<file path="config.mk">
export PLATFORM = sky130hd
export DESIGN_NAME = wb_stage
export DESIGN_NICKNAME = d
export VERILOG_FILES = /design/src/rtl/wb_stage.sv
export SDC_FILE = /design/constraint.sdc
export NUM_CORES = 1
export LEC_CHECK = 0
export BUFFER_PORTS_ARGS = -buffer_cell sky130_fd_sc_hd__buf_2
export CORE_UTILIZATION = 45
export CTS_BUF_LIST = sky130_fd_sc_hd__clkbuf_4
export DETAILED_ROUTE_END_ITERATION = 7
export GPL_TIMING_DRIVEN = 1
export PLACE_DENSITY = 0.7
export SETUP_SLACK_MARGIN = 0.5
export SYNTH_ARGS = -nofsm -noshare
export SYNTH_HDL_FRONTEND = slang
export SYNTH_SLANG_ARGS = --single-unit
</file>
<file path="constraint.sdc">
create_clock -name clk -period 3.05 [get_ports clk]
set_input_delay 0.1525 -clock clk [delete_from_list [all_inputs] [get_ports clk]]
set_output_delay 0.1525 -clock clk [all_outputs]
set_load 0.05 [all_outputs]
</file>
<file path="src/rtl/wb_stage.sv">
// rtl/wb_stage.sv - RISC-V writeback stage driving the register-file write port
//
// Ports:
//   clk, rst_n            clock, synchronous active-low reset
//   mem_valid_i/ready_o   handshake with the MEM stage
//   mem_rd_idx_i, mem_rd_we_i, mem_is_load_i, mem_ld_funct3_i,
//   mem_addr_lo_i, mem_alu_res_i   retiring instruction fields
//   dmem_rvalid_i, dmem_rdata_i    data-memory read response
//   rf_wen_o (active-low), rf_rd_idx_o, rf_rd_wdata_o   register-file write port
//   retire_o              one-cycle pulse per retired or aborted instruction
//   err_o                 sticky error flag, cleared only by reset

module wb_stage #(
    parameter int XLEN         = 32,
    parameter int REG_AW       = 5,
    parameter int LOAD_TIMEOUT = 255
) (
    input  logic              clk,
    input  logic              rst_n,
    input  logic              mem_valid_i,
    output logic              mem_ready_o,
    input  logic [REG_AW-1:0] mem_rd_idx_i,
    input  logic              mem_rd_we_i,
    input  logic              mem_is_load_i,
    input  logic [2:0]        mem_ld_funct3_i,
    input  logic [1:0]        mem_addr_lo_i,
    input  logic [XLEN-1:0]   mem_alu_res_i,
    input  logic              dmem_rvalid_i,
    input  logic [XLEN-1:0]   dmem_rdata_i,
    output logic              rf_wen_o,
    output logic [REG_AW-1:0] rf_rd_idx_o,
    output logic [XLEN-1:0]   rf_rd_wdata_o,
    output logic              retire_o,
    output logic              err_o
);

    localparam logic [2:0] F3_LB  = 3'd0;
    localparam logic [2:0] F3_LH  = 3'd1;
    localparam logic [2:0] F3_LW  = 3'd2;
    localparam logic [2:0] F3_LBU = 3'd4;
    localparam logic [2:0] F3_LHU = 3'd5;

    // Abort happens on the cycle the counter would reach LOAD_TIMEOUT.
    localparam logic [9:0] TIMEOUT_LAST = 10'(LOAD_TIMEOUT - 1);

    typedef enum logic {
        S_IDLE,
        S_WAIT_LOAD
    } state_t;

    state_t              state_q, state_d;
    logic [9:0]          cnt_q, cnt_d;
    logic [REG_AW-1:0]   ld_rd_q;
    logic                ld_we_q;
    logic [2:0]          ld_f3_q;
    logic [1:0]          ld_lo_q;

    logic                latch_load;
    logic                do_write;
    logic                do_retire;
    logic                set_err;
    logic [REG_AW-1:0]   widx_d;
    logic [XLEN-1:0]     wdata_d;

    logic [XLEN-1:0]     ld_shift;
    logic [XLEN-1:0]     ld_data;
    logic                ld_ok;

    assign mem_ready_o = rst_n && (state_q == S_IDLE);

    // Move the addressed byte/halfword down to bit 0, then extend.
    always_comb begin
        ld_shift = dmem_rdata_i >> {ld_lo_q, 3'b000};
        ld_ok    = 1'b0;
        ld_data  = '0;
        case (ld_f3_q)
            F3_LB: begin
                ld_ok   = 1'b1;
                ld_data = {{(XLEN-8){ld_shift[7]}}, ld_shift[7:0]};
            end
            F3_LBU: begin
                ld_ok   = 1'b1;
                ld_data = {{(XLEN-8){1'b0}}, ld_shift[7:0]};
            end
            F3_LH: begin
                ld_ok   = ~ld_lo_q[0];
                ld_data = {{(XLEN-16){ld_shift[15]}}, ld_shift[15:0]};
            end
            F3_LHU: begin
                ld_ok   = ~ld_lo_q[0];
                ld_data = {{(XLEN-16){1'b0}}, ld_shift[15:0]};
            end
            F3_LW: begin
                ld_ok   = (ld_lo_q == 2'b00);
                ld_data = ld_shift;
            end
            default: begin
                ld_ok   = 1'b0;
                ld_data = '0;
            end
        endcase
    end

    always_comb begin
        state_d    = state_q;
        cnt_d      = cnt_q;
        latch_load = 1'b0;
        do_write   = 1'b0;
        do_retire  = 1'b0;
        set_err    = 1'b0;
        widx_d     = rf_rd_idx_o;
        wdata_d    = rf_rd_wdata_o;
        case (state_q)
            S_IDLE: begin
                // No load is outstanding, so any response is unexpected.
                if (dmem_rvalid_i) begin
                    set_err = 1'b1;
                end
                if (mem_valid_i) begin
                    if (mem_is_load_i) begin
                        latch_load = 1'b1;
                        cnt_d      = '0;
                        state_d    = S_WAIT_LOAD;
                    end else begin
                        do_retire = 1'b1;
                        if (mem_rd_we_i && (mem_rd_idx_i != '0)) begin
                            do_write = 1'b1;
                            widx_d   = mem_rd_idx_i;
                            wdata_d  = mem_alu_res_i;
                        end
                    end
                end
            end
            S_WAIT_LOAD: begin
                if (dmem_rvalid_i) begin
                    do_retire = 1'b1;
                    state_d   = S_IDLE;
                    if (!ld_ok) begin
                        set_err = 1'b1;
                    end else if (ld_we_q && (ld_rd_q != '0)) begin
                        do_write = 1'b1;
                        widx_d   = ld_rd_q;
                        wdata_d  = ld_data;
                    end
                end else if (cnt_q == TIMEOUT_LAST) begin
                    do_retire = 1'b1;
                    set_err   = 1'b1;
                    state_d   = S_IDLE;
                end else begin
                    cnt_d = cnt_q + 10'd1;
                end
            end
            default: begin
                state_d = S_IDLE;
            end
        endcase
    end

    always_ff @(posedge clk) begin
        if (!rst_n) begin
            state_q       <= S_IDLE;
            cnt_q         <= '0;
            ld_rd_q       <= '0;
            ld_we_q       <= 1'b0;
            ld_f3_q       <= '0;
            ld_lo_q       <= '0;
            rf_wen_o      <= 1'b1;
            rf_rd_idx_o   <= '0;
            rf_rd_wdata_o <= '0;
            retire_o      <= 1'b0;
            err_o         <= 1'b0;
        end else begin
            state_q  <= state_d;
            cnt_q    <= cnt_d;
            rf_wen_o <= ~do_write;
            retire_o <= do_retire;
            if (latch_load) begin
                ld_rd_q <= mem_rd_idx_i;
                ld_we_q <= mem_rd_we_i;
                ld_f3_q <= mem_ld_funct3_i;
                ld_lo_q <= mem_addr_lo_i;
            end
            if (do_write) begin
                rf_rd_idx_o   <= widx_d;
                rf_rd_wdata_o <= wdata_d;
            end
            if (set_err) begin
                err_o <= 1'b1;
            end
        end
    end

endmodule
</file>
## Yosys cells after proc, flatten, opt, wreduce, memory -nomap -nowiden

Cells that the tools add are included.

- Output and inout bits: 41
- Register bits after elaboration: 62

- Equal/unequal tests: 14
- Add/subtract/negate cells: 1
- Muxes and demuxes: 43
- Bitwise operators: 3
- Shifts and indexed selects: 1
- Reductions and logical operators: 11

Operators with widths:

| operator | number |
|---|---|
| two-way mux 32 bit | 6 |
| one-hot mux 32 bit (5 select lines) | 1 |
| one-hot mux 32 bit (2 select lines) | 1 |
| two-way mux 10 bit | 4 |
| >> shifter 32 x 5 -> 32 bit | 1 |
| two-way mux 5 bit | 6 |
| one-hot mux 10 bit (2 select lines) | 1 |
| two-way mux 1 bit | 18 |
| != test 2 bit (second input constant) | 6 |
| adder 10 x 1 -> 10 bit (second input constant) | 1 |
| equality test 10 x 8 -> 1 bit (second input constant) | 1 |
| one-hot mux 5 bit (2 select lines) | 1 |
| nonzero test 5 bit | 2 |
| one-hot mux 1 bit (2 select lines) | 4 |
| AND reduction 7 bit | 1 |
| equality test 3 bit (second input constant) | 2 |
| != test 2 x 1 -> 1 bit (second input constant) | 3 |
| AND reduction 4 bit | 1 |
| OR reduction 2 bit | 2 |
| equality test 3 x 1 -> 1 bit (second input constant) | 1 |
| equality test 3 x 2 -> 1 bit (second input constant) | 1 |
| logical AND 1 bit | 3 |
| logical NOT 3 bit | 1 |
| NOT 1 bit | 3 |
| 2 further kinds | 2 |

## Depth between registers and ports, before layout

Gate-level depths: netlist of run 1.

- Word-level depth: 7
- Depth in mapped cells: 8
- Mapped depth without buffers: 7

## Least setup slack after synthesis of run 1

OpenSTA, ideal clock, no wires.

- Path kind: flip-flop to flip-flop
- From: register cnt_q[0]
- To: register cnt_q[5]
- Period minus slack after synthesis: 1860 ps
- Setup slack: 1190 ps
- Library setup time: 121 ps
- Arrival time: 1739 ps
- Stages on the path, launching flop included: 8
- Cells stage by stage: dfxtp_1 -> inv_1 -> ha_1 -> or3b_2 -> or4_1 -> and4b_1 -> xnor2_1 -> nor2_1

- Cells in the longest elaborated chain, start to end: 4
- Elaborated cells on any way between the ends: 7
- Those cells by class: add/sub (1); eq/ne (2); mux (3); reduce/logical (1)

RTL lines:

| element | RTL line | text |
|---|---|---|
| start: declaration | 52 | `logic [9:0] cnt_q, cnt_d;` |
| start signal: assignment | 174 | `cnt_q <= cnt_d;` |
| adder 10 x 1 -> 10 bit | 150 | `cnt_d = cnt_q + 10'd1;` |
| two-way mux 10 bit | 145 | `end else if (cnt_q == TIMEOUT_LAST) begin` |
| two-way mux 10 bit | 135 | `if (dmem_rvalid_i) begin` |
| one-hot mux 10 bit (2 select lines) | 113 | `case (state_q)` |

Several ways; a longest one is shown, not always the timed one. The select of a mux whose other input is x is not followed.
A chain may end at the register's enable or synchronous reset.

## Worst setup path in the final report of run 1

- From: register ld_rd_q[0]
- To: register rf_rd_wdata_o[16]

- Cells in the longest elaborated chain, start to end: 7
- Elaborated cells on any way between the ends: 8
- Those cells by class: eq/ne (1); mux (4); reduce/logical (3)

RTL lines:

| element | RTL line | text |
|---|---|---|
| start: declaration | 53 | `logic [REG_AW-1:0] ld_rd_q;` |
| start signal: assignment | 178 | `ld_rd_q <= mem_rd_idx_i;` |
| nonzero test 5 bit * | 140 | `end else if (ld_we_q && (ld_rd_q != '0)) begin` |
| logical AND 1 bit * | 140 |  |
| two-way mux 1 bit | 140 |  |
| two-way mux 1 bit | 138 | `if (!ld_ok) begin` |
| two-way mux 1 bit | 135 |  |
| one-hot mux 1 bit (2 select lines) | 113 |  |
| AND reduction 7 bit (no line) * | -- |  |
| end signal: assignment | 185 | `rf_rd_wdata_o <= wdata_d;` |
| end: declaration | 32 | `output logic [XLEN-1:0] rf_rd_wdata_o,` |

Every way passes the cells marked *; elsewhere a longest branch is shown, timed or not.

==> results of run 1 <==
[worst min path at each step]
stage,from,endpoint,slack (ns),cells after the start
after floorplan,dmem_rvalid_i,err_o,0.29,2
after global placement,mem_rd_we_i,ld_we_q,0.42,3
after detailed placement,mem_rd_we_i,ld_we_q,0.42,3
after CTS,mem_ld_funct3_i[1],ld_f3_q[1],0.006,3
after global routing,mem_ld_funct3_i[1],ld_f3_q[1],0.01,3
final,mem_rd_idx_i[4],ld_rd_q[4],0.03,3
[metrics by stage]
step	cell area (um^2)	setup slack [ns]
floorplan	3420	1.19
global placement	4060	0.858
detailed placement	4060	0.788
CTS	4230	0.744
global route	4250	0.591
finish	4250	0.805
[cells in the mapped netlist (all sizes together) (9+ instances only)]
library cell  number  area share
dfxtp             62        0.36
nand2             58       0.064
nor2              36       0.039
o21ai             35       0.056
a21oi             26       0.039
mux2i             23       0.067
o211a             23       0.067
clkbuf            18       0.020
inv               13       0.014
a21boi            12       0.026
buf               11       0.020
nor2b             11       0.020
o221ai             9       0.023
[power by group through the flow]
stage | sequential (W) | clock, W | combinational [W]
floorplan | 0.000982 | 0 | 0.000190
global placement | 0.000887 | 0 | 0.000413
detailed placement | 0.000888 | 0 | 0.000416
CTS | 0.000870 | 0.000653 | 0.000420
global route | 0.000875 | 0.000696 | 0.000459
finish | 0.000870 | 0.000635 | 0.000424
[cell families (layout without fill, tap and decap cells)]
kind of cell    Yosys count  after routing
compound gates          139            140
xor+xnor                  6              6
fa+ha+maj                 2              2
buf+inv                  42            157
flops                    62             62
mux                      24             24
simple gates            134            134
[area by class of cell]
cell class,count,area share
clock buffer,11,0.0194
clock inverter,5,0.0174
inverter,13,0.0115
timing repair buffer,128,0.157
multi-input combinational,306,0.474
sequential,62,0.292
tap,99,0.0291
[registers in the layout, indices dropped and copies added (netlist names)]
| name | flops |
|---|---|
| rf_wen_o | 1 |
| err_o | 1 |
| rf_rd_idx_o | 5 |
| ld_lo_q | 2 |
| retire_o | 1 |
| cnt_q | 10 |
| ld_rd_q | 5 |
| rf_rd_wdata_o | 32 |
| state_q | 1 |
| ld_f3_q | 3 |
| ld_we_q | 1 |
[worst max-delay path: cells and delay by family (launching register included)]
kind,cells,cell delay [ns]
AOI/OAI and AO/OA,4,0.97
buffers and inverters,1,0.29
DFF,1,0.34
and+or+nand+nor,1,0.53
[routing by layer]
layer / vias up / share of wire / GRT usage
met3: 6 / 0.051 / 0.0462
met1: 1589 / 0.47 / 0.319
li1: 1712 / - / -
met5: - / 0 / 0
met2: 118 / 0.47 / 0.361
met4: 0 / 0.0068 / 0.0693
[repair_timing]
action | in CTS | in global routing
setup endpoints to repair | 0 | 1
hold endpoints to repair | 2 | 1
hold buffers | 2 | 1
==> impl_metrics.json, run 1 <==
{
  "worstRegToRegCells": 6,
  "power.share.sequential": 0.451,
  "muxShareOfSynthArea": 0.0705,
  "period_minus_slack_ns": 2.25,
  "vdd_drop_max_mv": 0.256,
  "fin_skew_ns": 0.0118,
  "viasPerCell": 5.49,
  "start_util": 0.469,
  "dr.pass1.iters": 4,
  "setup_viol": 0,
  "slew_viol_final": 0,
  "io_buffer_count": 120,
  "syn_to_final_growth_pct": 24.2,
  "fin_util": 0.583,
  "seq_area_frac_synth": 0.363,
  "dp_hpwl_um": 6780,
  "core_mm2": 0.00729,
  "p_sw_frac": 0.306,
  "cts_tree": "built",
  "finalPower_w": 0.00193,
  "routed_wl_um": 9280,
  "grt_start_max_net_pins": 57,
  "path_max_fanout": 32,
  "ys.flop_type": "dfxtp_1",
  "mostFrequentLayoutCells": "buf_2 (120), dfxtp_1 (62), nand2_1 (58)",
  "cts_resized": 0,
  "postSynthAreaPerCell_um2": 8.37,
  "grt-ovfl-total": 0,
  "final_cells": 624,
  "synth_top_family_by_area": "compound AO/OA/AOI/OAI gates",
  "nNetsFinal": 602,
  "synth.cell_area_mm2": 0.00342,
  "drive_above_1_share": 0.293,
  "startpoint_type": "flop",
  "fp.dieW_um": 89.2,
  "grt_pass1_wl_um": 14100,
  "p_per_area_mw_per_mm2": 454,
  "synth-adder-area-share": 0.00731,
  "min_period_over_period": 0.736,
  "cp-end-kind": "flop",
  "status": "finished, final reports clean",
  "die_h_um": 89.2,
  "io_pins": 121,
  "final_common_cell": "buf_2",
  "grt_pass1_vias": 3051,
  "path_cells": "or4_1, o21ai_1, o21ai_4, buf_4, o21ai_0, a21oi_1",
  "rsz0062_at_grt": "false",
  "floorplan.rows": 31,
  "switchingPower_w": 0.000590,
  "numCtsBuffers": 9,
  "p_clk_frac": 0.329,
  "yosys.area_share.simple": 0.184,
  "ys_ff_latch": 62,
  "comb_power_share": 0.220,
  "routedWlPerCell_um": 14.9,
  "die-area_mm2": 0.00796,
  "hold_violations": 0,
  "async_flop_share": 0,
  "worstReg2RegStart": "ld_rd_q[0]",
  "cp_slowest_cell": "or4_1",
  "clock.fmax_ghz": 0.445,
  "yosys.area_share.xor_xnor": 0.0154,
  "worstPathArrival_ns": 2.52,
  "synth_cell_types": 52,
  "place_inst": 604,
  "drc": 0,
  "ant_nets": 0,
  "clk_pin_slew_ns": 0.11,
  "synth_warnings": 0,
  "gp_congestion": 0.830,
  "clkLatencyLatePin_ns": 0.39,
  "path_class": "flop to flop",
  "critPathMaxStageDelay_ns": 0.53,
  "cts_buffer_depth": 2,
  "synth_edf_count": 0,
  "reg2reg_slack_ns": 0.80,
  "synth_nets": 491,
  "critPathCapture": "rf_rd_wdata_o[16]",
  "postCtsSetupRepairBufs": 0,
  "max-cap-violations": 0,
  "max-slew-margin-rel": 0.525,
  "root_buffer": "clkbuf_4",
  "synth-compound-area-share": 0.306,
  "worstMarginPinSlew_ns": 0.712,
  "fin_hold_ws_ns": 0.0300,
  "antenna_found_initial": 0,
  "power.leakage_nw": 2.04,
  "nFillCells": 709,
  "ff_latch_area_mm2": 0.00124,
  "worstReg2RegEnd": "rf_rd_wdata_o[16]",
  "worstPathRequired_ns": 3.32,
  "fin_setup_tns_ns": 0,
  "vias": 3425,
  "critPathLaunch": "ld_rd_q[0]",
  "p_int_w": 0.00134,
  "h-tree-depth": 3,
  "clock-sinks": 62,
  "synth_cells": 409,
  "multi_input_area_mm2": 0.00201,
  "drt_iter0_drc": 174,
  "min_path_type": "input pin to flop",
  "grt.total_usage": 0.230,
  "diodes": 0
}
(Power assumes the default switching activity.)
==> run 2, diff against run 1 <==
Clock period 3.05 ns to 2.4 ns, I/O delays scaled along.
==> impl_metrics.json, run 2 (synthesis results as in run 1) <==
{
  "numCtsBuffers": 9,
  "gp_congestion": 0.854,
  "worstPathArrival_ns": 2.13,
  "clk_pin_slew_ns": 0.11,
  "die-area_mm2": 0.00796,
  "worstPathRequired_ns": 2.67,
  "rsz0062_at_grt": "true",
  "mostFrequentLayoutCells": "buf_2 (120), nand2_1 (58), dfxtp_1 (57)",
  "grt-ovfl-total": 0,
  "startpoint_type": "flop",
  "root_buffer": "clkbuf_4",
  "die_h_um": 89.2,
  "routed_wl_um": 9750,
  "period_minus_slack_ns": 1.86,
  "io_pins": 121,
  "fin_skew_ns": 0.0171,
  "min_path_type": "input pin to flop",
  "top_regs": "rf_rd_wdata_o x32, cnt_q x10",
  "power.leakage_nw": 2.10,
  "syn_to_final_growth_pct": 29.9,
  "nNetsFinal": 617,
  "worstMarginPinSlew_ns": 0.559,
  "fin_setup_tns_ns": 0,
  "floorplan.rows": 31,
  "routedWlPerCell_um": 15.3,
  "diodes": 0,
  "final_cells": 637,
  "status": "finished, final reports clean",
  "max-slew-margin-rel": 0.626,
  "ant_nets": 0,
  "max-cap-violations": 0,
  "antenna_found_initial": 0,
  "slew_viol_final": 0,
  "path_class": "flop to flop",
  "min_period_over_period": 0.775,
  "grt.total_usage": 0.240,
  "vdd_drop_max_mv": 0.357,
  "h-tree-depth": 3,
  "final_common_cell": "buf_2",
  "cp-end-kind": "flop",
  "largest_reg_flops": 32,
  "grt_pass1_vias": 3104,
  "drive_above_1_share": 0.336,
  "start_util": 0.469,
  "core_mm2": 0.00729,
  "p_per_area_mw_per_mm2": 512,
  "vias": 3492,
  "drc": 0,
  "drt_iter0_drc": 140,
  "cts_tree": "built",
  "viasPerCell": 5.48,
  "grt_start_max_net_pins": 33,
  "top_register": "rf_rd_wdata_o",
  "io_buffer_count": 120,
  "path_max_fanout": 5,
  "setup_viol": 0,
  "dp_hpwl_um": 6920,
  "clkLatencyLatePin_ns": 0.39,
  "clock-sinks": 62,
  "grt_pass1_wl_um": 14600,
  "place_inst": 610,
  "cts_buffer_depth": 2,
  "dr.pass1.iters": 4,
  "clock.fmax_ghz": 0.538,
  "fp.dieW_um": 89.2,
  "hold_violations": 0
}
## run 2: cell count changes in the layout (fill, tap and decap cells not counted), sizes merged
cell / previous run / this run
bufinv: 2 / 0
dlygate4sd3: 3 / 9
o21ai: 36 / 35
buf: 125 / 135
## run 2: cell type report
cell class / instances / area (um^2)
tap: 99 / 124
fill: 675 / 2840
timing repair buffer: 144 / 831
inverter: 13 / 51.3
clock inverter: 3 / 13.8
sequential: 62 / 1250
clock buffer: 11 / 82.6
multi-input combinational: 305 / 2100
## run 2: critical path, cell delays in order (launching register included)
cell and delay (ns):
dfxtp_4 0.37, inv_4 0.05, ha_4 0.11, or3b_4 0.39, or4_4 0.44, and4b_1 0.21
xnor2_1 0.13, nor2_1 0.05
## run 2: layer usage
metal	wire, um	vias to the layer above	global-route usage
met5	0	-	0
met2	4530	119	0.371
met3	531	18	0.0434
met4	178	0	0.110
met1	4510	1618	0.325
li1	-	1737	-
## run 2: what timing repair did
action | CTS | global route
hold buffers | 9 | 0
endpoints found under the hold margin | 9 | 0
gates resized for setup | 6 | 28
setup buffers | 0 | 4
setup endpoints to repair | 18 | 41
pin swaps | 0 | 3
## run 2: where the power goes
part | total, W | internal [W] | switching [W]
Combinational | 0.000591 | 0.000222 | 0.000369
Sequential | 0.00111 | 0.00107 | 0.0000332
Clock | 0.000579 | 0.000219 | 0.000360
Total | 0.00228 | 0.00152 | 0.000762
## run 2: through the flow
step	area, um^2	power, W	utilization	hold WS [ns]	worst slack, ns
after floorplan	3420	0.00149	-	0.261	0.540
after global placement	4100	0.00166	0.562	0.392	0.485
after detailed placement	4100	0.00167	0.562	0.394	0.445
after CTS	4300	0.00225	0.590	0.00769	0.478
after global routing	4450	0.00238	0.610	0.00264	0.402
final	4450	0.00228	0.610	0.0120	0.540
## run 2: worst paths after layout
kind	start	end	slack [ns]	depth (start not counted)
setup / recovery	cnt_q[0]	cnt_q[5]	0.54	7
hold / removal	mem_ld_funct3_i[2]	ld_f3_q[2]	0.01	3
setup reg to reg	cnt_q[0]	cnt_q[5]	0.54	7
hold reg to reg	ld_rd_q[0]	ld_rd_q[0]	0.48	2
